`src/rtl/sfx_player.sv`:
```
// Single-voice sound-effect sequencer: paces a sample ROM at the playback
// rate on the system clock and emits one scaled signed sample per tick.
module sfx_player #(
   parameter int TICK_DIV  = 12288,
   parameter int ADDR_W    = 17,
   parameter int LAST_ADDR = 6458
) (
   input  logic              clk,
   input  logic              rst,
   input  logic              start,
   input  logic              stop,
   input  logic              loop_en,
   input  logic [1:0]        vol,
   output logic [ADDR_W-1:0] rom_addr,
   input  logic [7:0]        rom_data,
   output logic [15:0]       sample,
   output logic              sample_valid,
   output logic              busy,
   output logic              done
);

   localparam int CNT_W = $clog2(TICK_DIV);

   typedef enum logic [1:0] {
      S_IDLE,
      S_WAIT_TICK,
      S_READ,
      S_ADVANCE
   } state_t;

   state_t              r_state;
   logic [CNT_W-1:0]    r_cnt;
   logic [ADDR_W-1:0]   r_addr;
   logic [15:0]         r_sample;
   logic                r_valid;
   logic                r_done;

   logic                w_tick;
   logic                w_last;
   logic signed [15:0]  w_scaled;

   assign w_tick   = (r_cnt == CNT_W'(TICK_DIV - 1));
   assign w_last   = (r_addr == ADDR_W'(LAST_ADDR));
   assign w_scaled = $signed({rom_data, 8'h00}) >>> vol;

   // Free-running pacing counter; commands never restart it.
   always_ff @(posedge clk) begin
      if (rst) begin
         r_cnt <= '0;
      end else if (w_tick) begin
         r_cnt <= '0;
      end else begin
         r_cnt <= r_cnt + CNT_W'(1);
      end
   end

   always_ff @(posedge clk) begin
      if (rst) begin
         r_state  <= S_IDLE;
         r_addr   <= '0;
         r_sample <= '0;
         r_valid  <= 1'b0;
         r_done   <= 1'b0;
      end else begin
         r_valid <= 1'b0;
         r_done  <= 1'b0;
         if (stop && r_state != S_IDLE) begin
            r_state  <= S_IDLE;
            r_addr   <= '0;
            r_sample <= '0;
         end else if (start && r_state != S_IDLE) begin
            r_state <= S_WAIT_TICK;
            r_addr  <= '0;
         end else begin
            unique case (r_state)
               S_IDLE: begin
                  if (start) begin
                     r_state <= S_WAIT_TICK;
                     r_addr  <= '0;
                  end
               end
               S_WAIT_TICK: begin
                  if (w_tick) begin
                     r_state <= S_READ;
                  end
               end
               S_READ: begin
                  r_sample <= w_scaled;
                  r_valid  <= 1'b1;
                  r_state  <= S_ADVANCE;
               end
               S_ADVANCE: begin
                  if (!w_last) begin
                     r_addr  <= r_addr + ADDR_W'(1);
                     r_state <= S_WAIT_TICK;
                  end else if (loop_en) begin
                     r_addr  <= '0;
                     r_state <= S_WAIT_TICK;
                  end else begin
                     r_addr   <= '0;
                     r_sample <= '0;
                     r_done   <= 1'b1;
                     r_state  <= S_IDLE;
                  end
               end
            endcase
         end
      end
   end

   assign rom_addr     = r_addr;
   assign sample       = r_sample;
   assign sample_valid = r_valid;
   assign done         = r_done;
   assign busy         = (r_state != S_IDLE);

endmodule

```
`config.mk`:
```
export PLATFORM = sky130hd
export DESIGN_NAME = sfx_player
export DESIGN_NICKNAME = d
export VERILOG_FILES = /design/src/rtl/sfx_player.sv
export SDC_FILE = /design/constraint.sdc
export NUM_CORES = 1
export LEC_CHECK = 0
export ABC_AREA = 1
export ABC_CLOCK_PERIOD_IN_PS = 1450
export BUFFER_PORTS_ARGS = -buffer_cell sky130_fd_sc_hd__buf_2
export CORE_ASPECT_RATIO = 1.4
export CORE_UTILIZATION = 50
export DETAILED_ROUTE_END_ITERATION = 6
export GPL_TIMING_DRIVEN = 0
export PLACE_DENSITY = 0.78
export REMOVE_ABC_BUFFERS = 1
export SYNTH_ARGS = -nofsm -noshare
export SYNTH_HDL_FRONTEND = slang
export SYNTH_SLANG_ARGS = --single-unit
```
`constraint.sdc`:
```
create_clock -name clk -period 1.45 [get_ports clk]
set_input_delay 0.2175 -clock clk [delete_from_list [all_inputs] [get_ports clk]]
set_output_delay 0.2175 -clock clk [all_outputs]
set_load 0.005 [all_outputs]
```
==> reports/metrics.yaml, run 1 <==
clk_path_buf_depth: 2
yosysSeqAreaShare: 0.3522
first_pass_iters: 5
synth_edf_count: 0
max_stage_delay_ns: 0.40
yosys_warnings: 0
synth_top_cells_by_count: "82 x nand2_1, 68 x nor2_1, 48 x inv_1"
grt_pass1_vias: 2573
hold_viol: 0
synth.most_common_cell: "nand2_1"
port_buffers: 45
period_share: 1.105
path_cells: "inv_4 -> ha_4 -> nand2_4 -> inv_4 -> nor2_8 -> nand2_4 -> nor2_4 -> nand2_2 -> or2_0 -> a21oi_2"
syn-cell-area_mm2: 0.002615
synth_top_area_share: 0.3522
power_mw: 4.950
antenna_found_initial: 0
cts_tree: "yes"
arrival_ns: 1.85
hold_class: "in2reg"
synth_top_cells_by_area: "dfxtp_1 35%, nand2_1 12%, nor2_1 9.8%"
overflow: 0
synth_area_per_cell_um2: 6.688
cts_made_buffers: 5
status: "finished with violations"
cts.sinks: 46
grt_start_max_net_pins: 16
grt_pass1_wl_mm: 11.01
leakagePower_nw: 1.529
skew_ns: 0.004375
ctsHoldBuffers: 0
ir_drop_uv: 612.6
syn_inst: 391
ios: 51
drtAntennaViolNets: 0
core_area_mm2: 0.004955
nets: 489
rows: 30
start_util: 0.5278
die-area_mm2: 0.005527
min_period_ns: 1.603
cts-root-buf: "clkbuf_8"
path_delay_family: "simple AND/OR/NAND/NOR gates"
violations: "setup timing"
grt_usage: 0.2545
powerDensity_mw_per_mm2: 1415
gp_congestion: 0.8586
detail_route.iter0.violations: 151
hold_slack_ns: 0.1902
rsz0062_at_grt: "yes"
yosys.cell_types.count: 35
end_kind: "register"
max_freq_mhz: 623.9
async_flop_share: 0
path_class: "reg2reg"
dp_hpwl_mm: 4.274
cp.required_ns: 1.70
n_antenna_cell: 0
setup_ws_ns: -0.1528
synth_seq_cells: 46
max-cap-violations: 0
area_delta_synth_final_pct: 33.78
vias: 2804
synth_top_area_cell: "dfxtp_1"
slowest_stage: "dfxtp_4"
synthFlopType: "dfxtp_1"
slew_violations: 0
worstPathMaxFanout: 7
htreeDepth: 2
crit_path_start_kind: "register"
clkSlewWorstSetupHoldPaths_ns: 0.09
clock_latency_ns: 0.31
drive_gt1_frac: 0.3312
routedWlPerCell_um: 13.73
path_buf_inv: 2
totalWireLength_mm: 7.305
drc: 0
routed_via_density: 5.271
die_x_um: 63.12
setup_viol: 33
die_y_um: 87.57
==> what timing repair did <==
action,in CTS,in global routing
setup endpoints to repair,45,45
gates resized for setup,44,47
cloned,2,1
pin swaps,15,19
buffers inserted,22,7
==> through the flow <==
stage / setup TNS [ns] / setup slack (ns) / cells / instance area [um^2] / utilization
3_5_place_dp: -17.24 / -0.7675 / 492 / 2856 / 0.5765
2_1_floorplan: -5.331 / -0.3323 / 383 / 2551 / -
3_3_place_gp: -15.63 / -0.7101 / 492 / 2856 / 0.5765
5_1_grt: -4.523 / -0.2253 / 532 / 3498 / 0.7061
4_1_cts: -0.3901 / -0.1145 / 524 / 3303 / 0.6667
6_report: -1.669 / -0.1528 / 532 / 3498 / 0.7061
==> power breakdown <==
part           switching (mW)  internal [mW]
sequential              0.142           1.45
clock                   0.467          0.384
combinational            1.43           1.08
==> final timing paths <==
path,from,slack [ns],cells after the start,to
max,r_state[0],-0.15,10,rom_addr[7]
min,rom_data[7],0.19,3,sample[15]
max reg2reg,r_state[0],-0.15,10,rom_addr[7]
min reg2reg,sample[13],0.48,2,sample[13]
==> logic make-up after synthesis <==
logic type	count (synthesis)	share of synthesized area
flops	46	0.3522
simple gates	220	0.3890
xor+xnor	8	0.02679
compound gates	43	0.08900
buf+inv	66	0.1081
fa+ha+maj	7	0.03349
other cells	1	0.001434
==> state kept, by name, indices dropped and copies added, names as in the netlist <==
signal / count
sample: 11
r_state: 2
done: 1
rom_addr: 17
sample_valid: 1
r_cnt: 14
==> area by class of cell <==
| type | instances | area, um^2 |
|---|---|---|
| Multi-Input combinational cell | 284 | 1659 |
| Clock buffer | 6 | 82.58 |
| Clock inverter | 2 | 12.51 |
| Tap cell | 64 | 80.08 |
| Fill cell | 413 | 1456 |
| Sequential cell | 46 | 935.9 |
| Inverter | 54 | 237.7 |
| Timing Repair inverter | 2 | 11.26 |
| Timing Repair Buffer | 74 | 479.2 |
==> routing by layer <==
metal	share of wire	routed length, um	vias up	GRT usage
met1	0.37	2691	1266	0.2414
met5	0	0	-	0
met2	0.54	3933	111	0.4888
met3	0.041	300	43	0.04688
li1	-	-	1384	-
met4	0.052	379	0	0.1797
==> worst register-to-register path: cells and delay by family (launching register included) <==
| family | cells | cell delay [ns] |
|---|---|---|
| buffers and inverters | 2 | 0.11 |
| AND/OR/NAND/NOR | 6 | 0.70 |
| adder cells (fa/ha/maj) | 1 | 0.19 |
| flip-flops | 1 | 0.40 |
| AO/OA/AOI/OAI | 1 | 0.14 |
==> placed cells by master, fill, tap and decap left out, drive strengths merged <==
cell type / count
a22oi: 1
conb: 5
dfxtp: 46
inv: 53
clkinvlp: 1
o22ai: 2
xor2: 4
nor3: 11
nand4: 13
nor2: 77
clkinv: 4
a31oi: 1
buf: 74
o21ai: 19
nand2: 86
clkbuf: 6
a21oi: 20
ha: 7
nand3: 23
nor3b: 2
xnor2: 4
or2: 3
nand3b: 6
No activity file was read; power rests on OpenSTA's default activity.
==> run 2: changes to the inputs <==
- CORE_UTILIZATION: 50 -> 42
- PLACE_DENSITY: 0.78 -> 0.68
==> reports/metrics.yaml, run 2 (same netlist as run 1, synthesis figures left out) <==
area_delta_synth_final_pct: 38.33
drtAntennaViolNets: 0  # unchanged
min_period_ns: 1.560  # -0.04298 ns
largest_register_ffs: 17  # unchanged
cts-root-buf: "clkbuf_8"
period_share: 1.076  # -0.02964
ir_drop_uv: 645.7  # +5.4%
gp_congestion: 0.8498  # -1.0%
routedWlPerCell_um: 12.73  # -7.3%
max-cap-violations: 0  # unchanged
multiInputGateArea_mm2: 0.001654  # -0.30%
die_x_um: 68.69  # +8.8%
hold_slack_ns: 0.2144  # +0.02414 ns
path_cells: "inv_4 -> ha_4 -> nand2_4 -> inv_4 -> nor2_8 -> nand2_4 -> nor2_4 -> nand2_2 -> or2_0 -> a21oi_1"
pre_cts_slack_ns: -0.8044  # -0.03694 ns
dp_hpwl_mm: 4.418  # +3.4%
n_antenna_cell: 0  # unchanged
place_inst: 498  # +1.2%
cp.required_ns: 1.68  # -0.02 ns
routed_via_density: 5.086  # -3.5%
n_fill_cell: 550  # +33%
setup_viol: 25  # -24%
arrival_ns: 1.79  # -0.06 ns
slowest_stage: "dfxtp_4"
worstPathMaxFanout: 7  # unchanged
max_stage_delay_ns: 0.40  # about the same
port_buffers: 45  # unchanged
violations: "setup timing"
clk_path_buf_depth: 2  # unchanged
tns_ns: -1.512  # +0.1562 ns
end_kind: "register"
overflow: 0  # unchanged
hold_class: "in2reg"
skew_ns: 0.007797  # +0.003422 ns
nets: 497  # +1.6%
start_util: 0.4398  # -0.08796
regArea_um2: 943.4  # +0.80%
final_common_cell: "nand2_1"
grt_usage: 0.2172  # -0.03723
totalWireLength_mm: 6.953  # -4.8%
core_area_mm2: 0.005946  # +20%
ios: 51  # unchanged
cts_tree: "yes"
powerDensity_mw_per_mm2: 1369  # -3.2%
setup_ws_ns: -0.1098  # +0.04298 ns
power_mw: 4.953  # about the same
max_freq_mhz: 641.1  # +2.8%
layout_common_cells: "72 x nand2_1, 61 x nor2_1, 45 x buf_2"
rsz0062_at_grt: "yes"
clkSlewWorstSetupHoldPaths_ns: 0.09  # about the same
htreeDepth: 2  # unchanged
grt_pass1_vias: 2598  # +0.97%
die-area_mm2: 0.006551  # +19%
slew_violations: 0  # unchanged
antenna_found_initial: 0  # unchanged
hold_viol: 0  # unchanged
die_y_um: 95.37  # +8.9%
drc: 0  # unchanged
status: "finished with violations"
cts_made_buffers: 5  # unchanged
crit_path_start_kind: "register"
fin_cells: 546  # +2.6%
detail_route.iter0.violations: 128  # -15%
cts.sinks: 46  # unchanged
drive_gt1_frac: 0.3592  # +0.02805
clock_latency_ns: 0.30  # about the same
leakagePower_nw: 1.599  # +4.6%
vias: 2777  # -0.96%
first_pass_iters: 4  # -1
rows: 33  # +10%
grt_start_max_net_pins: 16  # unchanged
grt_pass1_wl_mm: 10.91  # -0.94%
path_class: "reg2reg"
run 2: timing repair:
item,CTS,global route
endpoints found under the setup margin,46,42
resized for setup,52,40
setup buffers,23,15
hold buffers,0,0
pin swaps,18,27
cloned,1,1
run 2: worst max-delay path, delay by kind of cell, from the launching register on:
family                   cells  cell delay [ns]
adder cells (fa/ha/maj)      1             0.18
AND/OR/NAND/NOR              6             0.70
buffers and inverters        2             0.10
AO/OA/AOI/OAI                1             0.13
flip-flops                   1             0.40
run 2: final cells by class:
cell class                      count  share of cell area
Sequential cell                    46              0.2608
Multi-Input combinational cell    283              0.4573
Timing Repair inverter              1            0.001384
Tap cell                           70             0.02421
Inverter                           54             0.06261
Clock buffer                        5             0.01902
Clock inverter                      3             0.01107
Timing Repair Buffer               84              0.1636
run 2: per-layer routing:
layer  part of all wire  vias up  track usage  wire, um
met5                  0        -            0         0
met4              0.054        0       0.1190       378
li1                   -     1401            -         -
met3              0.040       32      0.04187       280
met1               0.38     1256       0.2301      2674
met2               0.52       88       0.3897      3620
run 2: through the flow:
step	utilization	area (um^2)
2_1_floorplan	-	2551
3_3_place_gp	0.4817	2864
3_5_place_dp	0.4817	2864
4_1_cts	0.5652	3361
5_1_grt	0.6084	3617
6_report	0.6084	3617
run 2: worst paths after layout:
path | startpoint | endpoint | slack [ns] | cells after the start
hold reg to reg | sample[15] | sample[15] | 0.47 | 2
hold / removal | rom_data[7] | sample[15] | 0.21 | 3
setup reg to reg | r_state[0] | rom_addr[7] | -0.11 | 10
setup / recovery | r_state[0] | rom_addr[7] | -0.11 | 10
run 2: where the power goes:
group | switching, mW | leakage [nW] | internal [mW] | total [mW]
logic | 1.31 | 1.16 | 1.10 | 2.41
clock network | 0.439 | 0.0579 | 0.508 | 0.947
registers | 0.143 | 0.379 | 1.46 | 1.60
==> run 3: changes to the inputs <==
- BUFFER_PORTS_ARGS: -buffer_cell sky130_fd_sc_hd__buf_2 -> unset
- DONT_BUFFER_PORTS: unset -> 1
- PLACE_DENSITY: 0.68 -> 0.61
==> reports/metrics.yaml, run 3 (same netlist as run 1, synthesis figures left out) <==
power_mw: 4.978  # +0.51%
dp_hpwl_mm: 4.271  # -3.3%
skew_ns: 0.006411  # -0.001386 ns
status: "finished with violations"
die-area_mm2: 0.006551  # unchanged
overflow: 0  # unchanged
ios: 51  # unchanged
regArea_um2: 950.9  # +0.80%
ir_drop_uv: 681.9  # +5.6%
first_pass_iters: 4  # unchanged
leakagePower_nw: 1.376  # -14%
rows: 33  # unchanged
rsz0062_at_grt: "yes"
end_kind: "register"
crit_path_start_kind: "register"
path_cells: "inv_2 -> ha_4 -> nand4_1 -> nor2_2 -> nand2_1 -> nand2_1 -> nand2_4 -> nand2_4 -> inv_1 -> nand2_1 -> nor2_1"
routed_via_density: 5.093  # +0.13%
drive_gt1_frac: 0.2787  # -0.08056
nets: 448  # -9.9%
multiInputGateArea_mm2: 0.001644  # -0.61%
r2r-start: "rom_addr[0]"
hold_viol: 0  # unchanged
min_period_ns: 1.500  # -0.05950 ns
cts-root-buf: "clkbuf_8"
pre_cts_slack_ns: -0.8112  # -0.006820 ns
fin_area_mm2: 0.003358  # -7.2%
worstPathMaxFanout: 7  # unchanged
path_buf_inv: 2  # unchanged
die_x_um: 68.69  # unchanged
max-cap-violations: 0  # unchanged
slowest_stage: "dfxtp_4"
gp_congestion: 0.8179  # -3.8%
grt_pass1_vias: 2362  # -9.1%
clkSlewWorstSetupHoldPaths_ns: 0.09  # about the same
tns_ns: -0.3426  # +1.170 ns
slew_violations: 0  # unchanged
cp.required_ns: 1.65  # -0.03 ns
vias: 2531  # -8.9%
reg2reg_depth: 11  # +1
n_fill_cell: 567  # +3.1%
cts_tree: "yes"
routedWlPerCell_um: 13.30  # +4.5%
grt_usage: 0.2111  # -0.006106
antenna_found_initial: 0  # unchanged
totalWireLength_mm: 6.612  # -4.9%
setup_ws_ns: -0.05034  # +0.05950 ns
setup_viol: 16  # -36%
cpMostUsedCell: "nand2_1"
cts.sinks: 46  # unchanged
grt_start_max_net_pins: 16  # unchanged
hold_slack_ns: 0.07201  # -0.1424 ns
drc: 0  # unchanged
core_area_mm2: 0.005946  # unchanged
layout_common_cells: "70 x nand2_1, 60 x nor2_1, 42 x inv_1"
max_freq_mhz: 666.5  # +4.0%
die_y_um: 95.37  # unchanged
hold_class: "in2reg"
htreeDepth: 2  # unchanged
port_buffers: 0  # -100%
drtAntennaViolNets: 0  # unchanged
arrival_ns: 1.70  # -0.09 ns
n_antenna_cell: 0  # unchanged
clk_path_buf_depth: 2  # unchanged
path_class: "reg2reg"
area_delta_synth_final_pct: 28.42
powerDensity_mw_per_mm2: 1482  # +8.3%
start_util: 0.4398  # unchanged
final_common_cell: "nand2_1"
period_share: 1.035  # -0.04103
placed_cell_area_mm2: 0.002639  # -7.9%
hold_depth: 2  # -1
path_delay_family: "simple AND/OR/NAND/NOR gates"
largest_register_ffs: 17  # unchanged
max_stage_delay_ns: 0.38  # -0.02 ns
ctsHoldBuffers: 0  # unchanged
crit_path_start: "rom_addr[0]"
hp-start: "rom_data[7]"
violations: "setup timing"
grt_pass1_wl_mm: 10.42  # -4.5%
clock_latency_ns: 0.30  # about the same
path_depth: 11  # +1
detail_route.iter0.violations: 81  # -37%
cts_made_buffers: 5  # unchanged
-- run 3: cell types whose count changed in the layout (fill, tap and decap cells not counted), sizes merged --
| cell | delta |
|---|---|
| buf | -51 |
| bufinv | +1 |
| clkbuf | +1 |
| inv | -1 |
| nand2 | +1 |
-- run 3: per-layer routing --
layer	wire length, um	vias up	track usage
li1	-	1303	-
met2	3566	56	0.3840
met3	310	20	0.05383
met4	225	0	0.1037
met1	2510	1152	0.2161
met5	0	-	0
-- run 3: path summary, 6_finish.rpt --
kind | endpoint | slack, ns
worst max register to register | rom_addr[8] | -0.05
worst min-delay path | sample[15] | 0.07
worst max-delay path | rom_addr[8] | -0.05
worst min register to register | sample[15] | 0.50
-- run 3: repair_timing --
item / in CTS / in global routing
buffers inserted: 20 / 12
gates resized for setup: 51 / 42
pin swaps: 17 / 16
setup endpoints to repair: 45 / 42
cloned: 2 / 2
-- run 3: layout make-up --
class / count / area share
Multi-Input combinational cell: 284 / 0.4896
Sequential cell: 46 / 0.2832
Timing Repair Buffer: 33 / 0.08718
Timing Repair inverter: 2 / 0.002981
Clock inverter: 2 / 0.01788
Tap cell: 70 / 0.02608
Inverter: 54 / 0.06855
Clock buffer: 6 / 0.02459
-- run 3: report_power, final --
part           switching [mW]  internal [mW]
clock                   0.446          0.735
combinational            1.21          0.939
sequential              0.187           1.46
-- run 3: per-stage QoR --
stage	std cells	utilization
finish	497	0.5648
global route	497	0.5648
CTS	483	0.5238
detailed placement	453	0.4438
global placement	453	0.4438
floorplan	383	-
